==> config.mk <==
export PLATFORM = sky130hd
export DESIGN_NAME = native_mem_arbiter
export DESIGN_NICKNAME = d
export VERILOG_FILES = /design/src/rtl/native_mem_arbiter.sv
export SDC_FILE = /design/constraint.sdc
export NUM_CORES = 1
export LEC_CHECK = 0
export BUFFER_PORTS_ARGS = -buffer_cell sky130_fd_sc_hd__buf_2
export CORE_AREA = 2 2 121 123
export CTS_CLUSTER_DIAMETER = 50
export DETAILED_ROUTE_END_ITERATION = 10
export DIE_AREA = 0 0 123 125
export PLACE_DENSITY_LB_ADDON = 0.08
export SLEW_MARGIN = 20
export SYNTH_ARGS = -nofsm -noshare
export SYNTH_HDL_FRONTEND = slang
export SYNTH_SLANG_ARGS = --single-unit
==> constraint.sdc <==
create_clock -name clk -period 1.7 [get_ports clk]
set_input_delay 0.255 -clock clk [delete_from_list [all_inputs] [get_ports clk]]
set_output_delay 0.255 -clock clk [all_outputs]
set_load 0.05 [all_outputs]
==> src/rtl/native_mem_arbiter.sv <==
// native_mem_arbiter: two-master round-robin arbiter in front of one native valid/ready
// memory port. A granted master keeps the bus for its whole transaction; a timeout frees a hung slave.
module native_mem_arbiter #(
  parameter int          TIMEOUT   = 1024,
  parameter logic [31:0] ERR_RDATA = 32'hdead_beef
) (
  input  logic        clk,
  input  logic        resetn,

  input  logic        m0_valid,
  input  logic        m0_instr,
  input  logic [31:0] m0_addr,
  input  logic [31:0] m0_wdata,
  input  logic [3:0]  m0_wstrb,
  output logic        m0_ready,
  output logic [31:0] m0_rdata,

  input  logic        m1_valid,
  input  logic        m1_instr,
  input  logic [31:0] m1_addr,
  input  logic [31:0] m1_wdata,
  input  logic [3:0]  m1_wstrb,
  output logic        m1_ready,
  output logic [31:0] m1_rdata,

  output logic        s_valid,
  output logic        s_instr,
  output logic [31:0] s_addr,
  output logic [31:0] s_wdata,
  output logic [3:0]  s_wstrb,
  input  logic        s_ready,
  input  logic [31:0] s_rdata,

  output logic [1:0]  grant,
  output logic        timeout_err
);

  // The wait counter only has to reach TIMEOUT-1, so it is sized for that value.
  localparam int               CNT_W      = (TIMEOUT > 2) ? $clog2(TIMEOUT) : 1;
  localparam bit               TIMEOUT_EN = (TIMEOUT > 0);
  localparam logic [CNT_W-1:0] CNT_MAX    = TIMEOUT_EN ? CNT_W'(TIMEOUT - 1) : '0;

  typedef enum logic {
    IDLE,
    BUSY
  } state_t;

  state_t           state, state_next;
  logic [1:0]       grant_next;
  logic             last, last_next;
  logic [CNT_W-1:0] wait_cnt, wait_cnt_next;
  logic             timeout_err_next;

  logic             owner_valid;
  logic             done;
  logic [31:0]      done_rdata;

  always_comb begin
    owner_valid = m0_valid;
    s_instr     = m0_instr;
    s_addr      = m0_addr;
    s_wdata     = m0_wdata;
    s_wstrb     = m0_wstrb;
    if (grant[1]) begin
      owner_valid = m1_valid;
      s_instr     = m1_instr;
      s_addr      = m1_addr;
      s_wdata     = m1_wdata;
      s_wstrb     = m1_wstrb;
    end
  end

  assign s_valid = (state == BUSY);

  // last holds the index of the master that most recently completed (0 = m0, 1 = m1).
  always_comb begin
    state_next       = state;
    grant_next       = grant;
    last_next        = last;
    wait_cnt_next    = wait_cnt;
    timeout_err_next = 1'b0;
    done             = 1'b0;
    done_rdata       = '0;

    case (state)
      IDLE: begin
        grant_next = 2'b00;
        if (m0_valid || m1_valid) begin
          state_next    = BUSY;
          wait_cnt_next = '0;
          if (m0_valid && m1_valid) begin
            grant_next = last ? 2'b01 : 2'b10;
          end else if (m0_valid) begin
            grant_next = 2'b01;
          end else begin
            grant_next = 2'b10;
          end
        end
      end

      BUSY: begin
        // An owner abandoning its request silently releases the bus.
        if (!owner_valid) begin
          state_next = IDLE;
          grant_next = 2'b00;
        end else if (s_ready) begin
          done       = 1'b1;
          done_rdata = s_rdata;
          last_next  = grant[1];
          state_next = IDLE;
          grant_next = 2'b00;
        end else if (TIMEOUT_EN && (wait_cnt == CNT_MAX)) begin
          done             = 1'b1;
          done_rdata       = ERR_RDATA;
          timeout_err_next = 1'b1;
          last_next        = grant[1];
          state_next       = IDLE;
          grant_next       = 2'b00;
        end else begin
          wait_cnt_next = wait_cnt + CNT_W'(1);
        end
      end

      default: begin
        state_next = IDLE;
        grant_next = 2'b00;
      end
    endcase
  end

  always_ff @(posedge clk) begin
    if (!resetn) begin
      state       <= IDLE;
      grant       <= 2'b00;
      last        <= 1'b1;
      wait_cnt    <= '0;
      timeout_err <= 1'b0;
    end else begin
      state       <= state_next;
      grant       <= grant_next;
      last        <= last_next;
      wait_cnt    <= wait_cnt_next;
      timeout_err <= timeout_err_next;
    end
  end

  assign m0_ready = done && grant[0];
  assign m1_ready = done && grant[1];
  assign m0_rdata = (done && grant[0]) ? done_rdata : 32'h0;
  assign m1_rdata = (done && grant[1]) ? done_rdata : 32'h0;

endmodule

==> results.md, run 1 <==
- Status: complete, but fails checks
- Violated checks: negative setup slack
- Synth area leader: mux2_2
- WL final: 16200 um
- Hold_buf cts: 0
- Worst setup SP type: flop
- Commonest non-fill, non-tap cell in the layout: buf_2
- Sequential power share: 13.6%
- Max Slew Vio Count: 0
- Post-Layout Cell Count: 830
- Register area: 308 um^2
- # H-tree levels: 1
- Setup Total Neg Slack: -31.84 ns
- Crit path DAT: 1.95 ns
- Initial DRT Pass Iterations: 4
- Clock-pin slew on the worst setup and hold paths: 0.05 ns
- NumNets Final: 822
- Psw: 1130 uW
- Most used cell along the critical path: buf_12
- WP data required: 1.44 ns
- Antenna Violating Nets Remaining: 0
- Worst Skew: 0.00112 ns
- Vias in the first global route: 3764
- Syn avg cell area: 8.15 um^2
- Gr ovfl total: 0
- Main flop type after synthesis: dfxtp_1
- Buf+Inv Stages, Crit Path: 3
- Drt drc: 0
- Die Y: 125 um
- Final worst setup slack: -0.509 ns
- Buffers on Ports: 313
- Largest net degree at the start of global routing: 25
- Bufs on Longest Clock Path: 2
- Full die area: 0.0154 mm^2
- Final setup vio count: 133
- Overall global routing resource usage: 19.1%
- Fill count: 1317
- Num CTS Buffers: 3
- Die width: 123 um
- Crit-path max FO: 8
- Initial antenna violation count: 1
- Net Sw Frac: 42.2%
- Synth unique cells: 49
- Async set-reset flop share out of synthesis: 0%
- CTS tree: yes
- HP Class: in2reg
- Multi-input logic area: 0.00252 mm^2
- Yosys reg bits: 15
- Max Clk Rate: 453 MHz
- Gp weighted congestion: 0.832
- Synth warn: 0
- Mapped Area: 0.00222 mm^2
- CP max-delay cell: dfxtp_2
- Routed length per instance: 19.6 um
- Max Cap Violations: 0
- Inst Count DP: 796
- Vias per inst: 4.35
- P_int: 1550 uW
- Row count: 44
- Part of the Yosys area used for sequential elements: 13.5%
- Top cell type's share of synthesized area: 35.0%
- Final HPWL DP: 11900 um
- Ports: 314
- Area delta synth->final: 213%
- Post-synth EDFFs: 0
- Max_slew headroom: 64.7%
- CTS root buf: clkbuf_16
- Final Core Density: 48.9%
- Final Cycle Share: 130%
- CTS sink count: 15
- Mapped Cells: 272
- Least-Margin Pin Slew: 0.528 ns
- Final min period: 2.21 ns
- Starting Density: 15.6%
- Via count: 3612
- Comb power frac: 69.1%
- Max VDD drop: 287 uV
- Detailed Route Iter0 Violations: 83
- Share of cells above drive strength 1: 85.3%
- Synth area leaders: mux2_2 (35%), dfxtp_1 (14%), nor2_1 (8.3%)
- Endpoint class of the critical path: primary output
- Most frequent cells in the layout: buf_2 (179), buf_8 (99), mux2_4 (67), nor2_4 (48), buf_4 (43)
- Hold Slack: 0.329 ns
- CP cell instances: ha_4 -> nand4_1 -> nor3_4 -> o211ai_4 -> buf_12 -> buf_12 -> nor2_4 -> buf_8
- Leakage: 0.00327 uW
- Clock power share: 17.3%
- CORE AREA: 0.0142 mm^2
- Mapped Nets: 448
- Final Hold Fails: 0
- Pwr/cell area: 386 mW/mm^2
- First-pass GRT wire length: 22200 um
- CP peak stage delay: 0.34 ns
- Clk_lat worst skew: 0.25 ns
- Largest delay share family, worst path: simple AND/OR/NAND/NOR gates
- Critical path class: reg2out
- RSZ-0062 raised after global routing: yes
[cell families after synthesis]
| group | after synthesis | synth area share, % |
|---|---|---|
| simple gates | 129 | 31.8 |
| mux | 70 | 35.5 |
| compound gates | 33 | 11.6 |
| buf+inv | 24 | 7.00 |
| flops | 15 | 13.5 |
| fa+ha+maj | 1 | 0.564 |
[routing by layer]
| metal | vias up | share of wire [%] | global-route usage (%) | routed length (um) |
|---|---|---|---|---|
| met5 | - | 0 | 0 | 0 |
| met4 | 0 | 0.61 | 1.80 | 99 |
| met3 | 11 | 12 | 9.81 | 1960 |
| met2 | 152 | 50 | 33.7 | 8140 |
| met1 | 1709 | 37 | 21.1 | 6040 |
| li1 | 1740 | - | - | - |
[power by group through the flow]
stage                     sequential [uW]  combinational (uW)  clock, uW
after floorplan                       390                 810          0
after global placement                372                1290          0
after detailed placement              372                1300          0
after CTS                             365                1640        472
after global routing                  366                1930        496
final                                 365                1850        463
[synth_stat cells, drive strengths merged (2+ instances only)]
cell,instances
a21boi,2
o211ai,2
dlygate4sd1,2
nand4,4
inv,2
a21oi,6
and2,2
nor2b,26
nor4b,2
nor2,50
and4,3
o31ai,3
a32o,2
nand4b,2
o21bai,2
o21ai,6
nand3,9
nand2,5
nand3b,3
dfxtp,15
and3,18
buf,15
mux2,69
a31oi,3
clkbuf,3
clkinv,2
nor3,3
[worst register-to-register path: cells and delay by family, from the launching register on]
family,cells,cell delay (ns)
AOI/OAI and AO/OA,2,0.52
DFF,1,0.33
adders and majority gates,1,0.15
buffers and inverters,2,0.33
and+or+nand+nor,2,0.23
[sequential cells by signal, summed over array words and instances (netlist names)]
| register | count |
|---|---|
| wait_cnt | 10 |
| s_valid | 1 |
| last | 1 |
| timeout_err | 1 |
| grant | 2 |
[what timing repair did]
action                                  in CTS  in global routing
setup buffers                               18                  4
endpoints found under the setup margin     132                139
resized for setup                          348                145
gates cloned                                 7                  4
pin swaps                                    8                 10
[final cells by class]
type	count	area share (%)
Timing Repair Buffer	387	54.2
Multi-Input combinational cell	233	36.2
Sequential cell	15	4.43
Tap cell	184	3.32
Clock buffer	4	1.14
Inverter	4	0.469
Timing Repair inverter	2	0.162
Antenna cell	1	0.0360
[through the flow]
step	setup slack, ns	area, um^2	total power, uW
2_1_floorplan	-0.153	2690	1200
3_3_place_gp	-0.259	4780	1660
3_5_place_dp	-0.298	4780	1670
4_1_cts	-0.524	6330	2470
5_1_grt	-0.582	6940	2790
6_report	-0.509	6940	2680
[final timing paths]
| kind | from | endpoint | slack, ns | depth (start not counted) |
|---|---|---|---|---|
| max reg2reg | wait_cnt[0] | last | 0.03 | 7 |
| min | resetn | wait_cnt[4] | 0.33 | 2 |
| max | wait_cnt[1] | m1_rdata[27] | -0.51 | 8 |
| min reg2reg | last | last | 0.49 | 1 |
Power figures use the tool's default switching activity.
==> inputs of run 2 (changes only) <==
Settings changed: SKIP_CTS_REPAIR_TIMING from default to 1.
==> results.md, run 2 (synthesis gave the netlist of run 1 again) <==
- Die Y: 125 um
- WP data required: 1.44 ns
- NumNets Final: 816
- Leakage: 0.00299 uW
- Endpoint class of the critical path: primary output
- Biggest regs: wait_cnt x10, grant x2
- Via count: 3500
- Share of cells above drive strength 1: 85.1%
- Net Sw Frac: 43.4%
- Psw: 1080 uW
- Detailed Route Iter0 Violations: 70
- Ports: 314
- Overall global routing resource usage: 16.5%
- Num CTS Buffers: 3
- Clock power share: 18.5%
- Hold Slack: 0.324 ns
- Pwr/cell area: 390 mW/mm^2
- CORE AREA: 0.0142 mm^2
- Final worst setup slack: -0.497 ns
- Clock-pin slew on the worst setup and hold paths: 0.05 ns
- Initial antenna violation count: 1
- Final setup vio count: 134
- Largest net degree at the start of global routing: 33
- Crit path DAT: 1.94 ns
- Final min period: 2.20 ns
- # H-tree levels: 1
- WL final: 15200 um
- Most frequent cells in the layout: buf_2 (178), buf_6 (81), buf_8 (56), buf_4 (48), nor2_4 (44)
- PnR Total Power: 2500 uW
- Bufs on Longest Clock Path: 2
- Worst Skew: 0.00111 ns
- Final HPWL DP: 11900 um
- Max Cap Violations: 0
- Initial DRT Pass Iterations: 4
- Drt drc: 0
- Gr ovfl total: 0
- CTS root buf: clkbuf_16
- Least-Margin Pin Slew: 0.504 ns
- ANT cells: 0
- Die width: 123 um
- HP Class: in2reg
- Violated checks: negative setup slack
- Crit-path max FO: 8
- Vias per inst: 4.25
- Max Slew Vio Count: 0
- Full die area: 0.0154 mm^2
- Commonest non-fill, non-tap cell in the layout: buf_2
- CTS sink count: 15
- First-pass GRT wire length: 19300 um
- Max reg flops: 10
- Clk_lat worst skew: 0.25 ns
- Worst setup SP type: flop
- Comb power frac: 66.9%
- Starting Density: 15.6%
- Biggest register: wait_cnt
- Routed length per instance: 18.4 um
- P_int: 1420 uW
- Final Core Density: 45.1%
- R2R Setup Slk: -0.19 ns
- Final Cycle Share: 129%
- Status: complete, but fails checks
- Area delta synth->final: 189%
- Vias in the first global route: 3354
- RSZ-0062 raised after global routing: yes
- Buffers on Ports: 313
- Critical path class: reg2out
- CTS tree: yes
- Place WS: -0.298 ns
- Final Hold Fails: 0
- Gp weighted congestion: 0.832
- Antenna Violating Nets Remaining: 0
- Max VDD drop: 287 uV
- Sequential power share: 14.6%
- Max Clk Rate: 455 MHz
- Max_slew headroom: 66.3%
- Row count: 44
-- run 2: cell type report --
type / count / area [um^2]
timing repair buffer: 382 / 3420
sequential: 15 / 308
inverter: 4 / 25.0
clock buffer: 4 / 78.8
timing repair inverter: 1 / 5.00
tap: 184 / 230
fill: 1373 / 7790
multi-input combinational: 233 / 2350
-- run 2: metal layers --
layer | up-vias | track usage (%) | wire length [um]
li1 | 1726 | - | -
met1 | 1615 | 18.6 | 5750
met2 | 148 | 27.6 | 7370
met3 | 11 | 9.95 | 1990
met4 | 0 | 1.80 | 81
met5 | - | 0 | 0
-- run 2: critical path, stage by stage (launching register included) --
cell      delay, ns
dfxtp_2        0.34
ha_4           0.13
nand4_1        0.16
nor3_4         0.30
o211ai_4       0.18
buf_4          0.18
buf_12         0.15
nor2_4         0.10
buf_8          0.15
-- run 2: path summary, 6_finish.rpt --
| path | startpoint | depth (start not counted) | to |
|---|---|---|---|
| worst min-delay path | resetn | 2 | wait_cnt[4] |
| worst max-delay path | wait_cnt[1] | 8 | m0_rdata[0] |
| worst max register to register | wait_cnt[0] | 8 | last |
| worst min register to register | last | 1 | last |
-- run 2: power groups by stage --
stage	clock network [uW]	registers [uW]	logic, uW
6_report	462	365	1670
3_3_place_gp	0	372	1290
5_1_grt	497	366	1750
2_1_floorplan	0	390	810
4_1_cts	472	365	1300
3_5_place_dp	0	372	1300
-- run 2: metrics by stage --
stage	area, um^2	std cells	setup TNS (ns)
2_1_floorplan	2690	272	-8.59
6_report	6410	823	-30.69
5_1_grt	6410	823	-37.57
3_5_place_dp	4780	796	-17.59
3_3_place_gp	4780	796	-14.88
4_1_cts	4850	800	-50.46
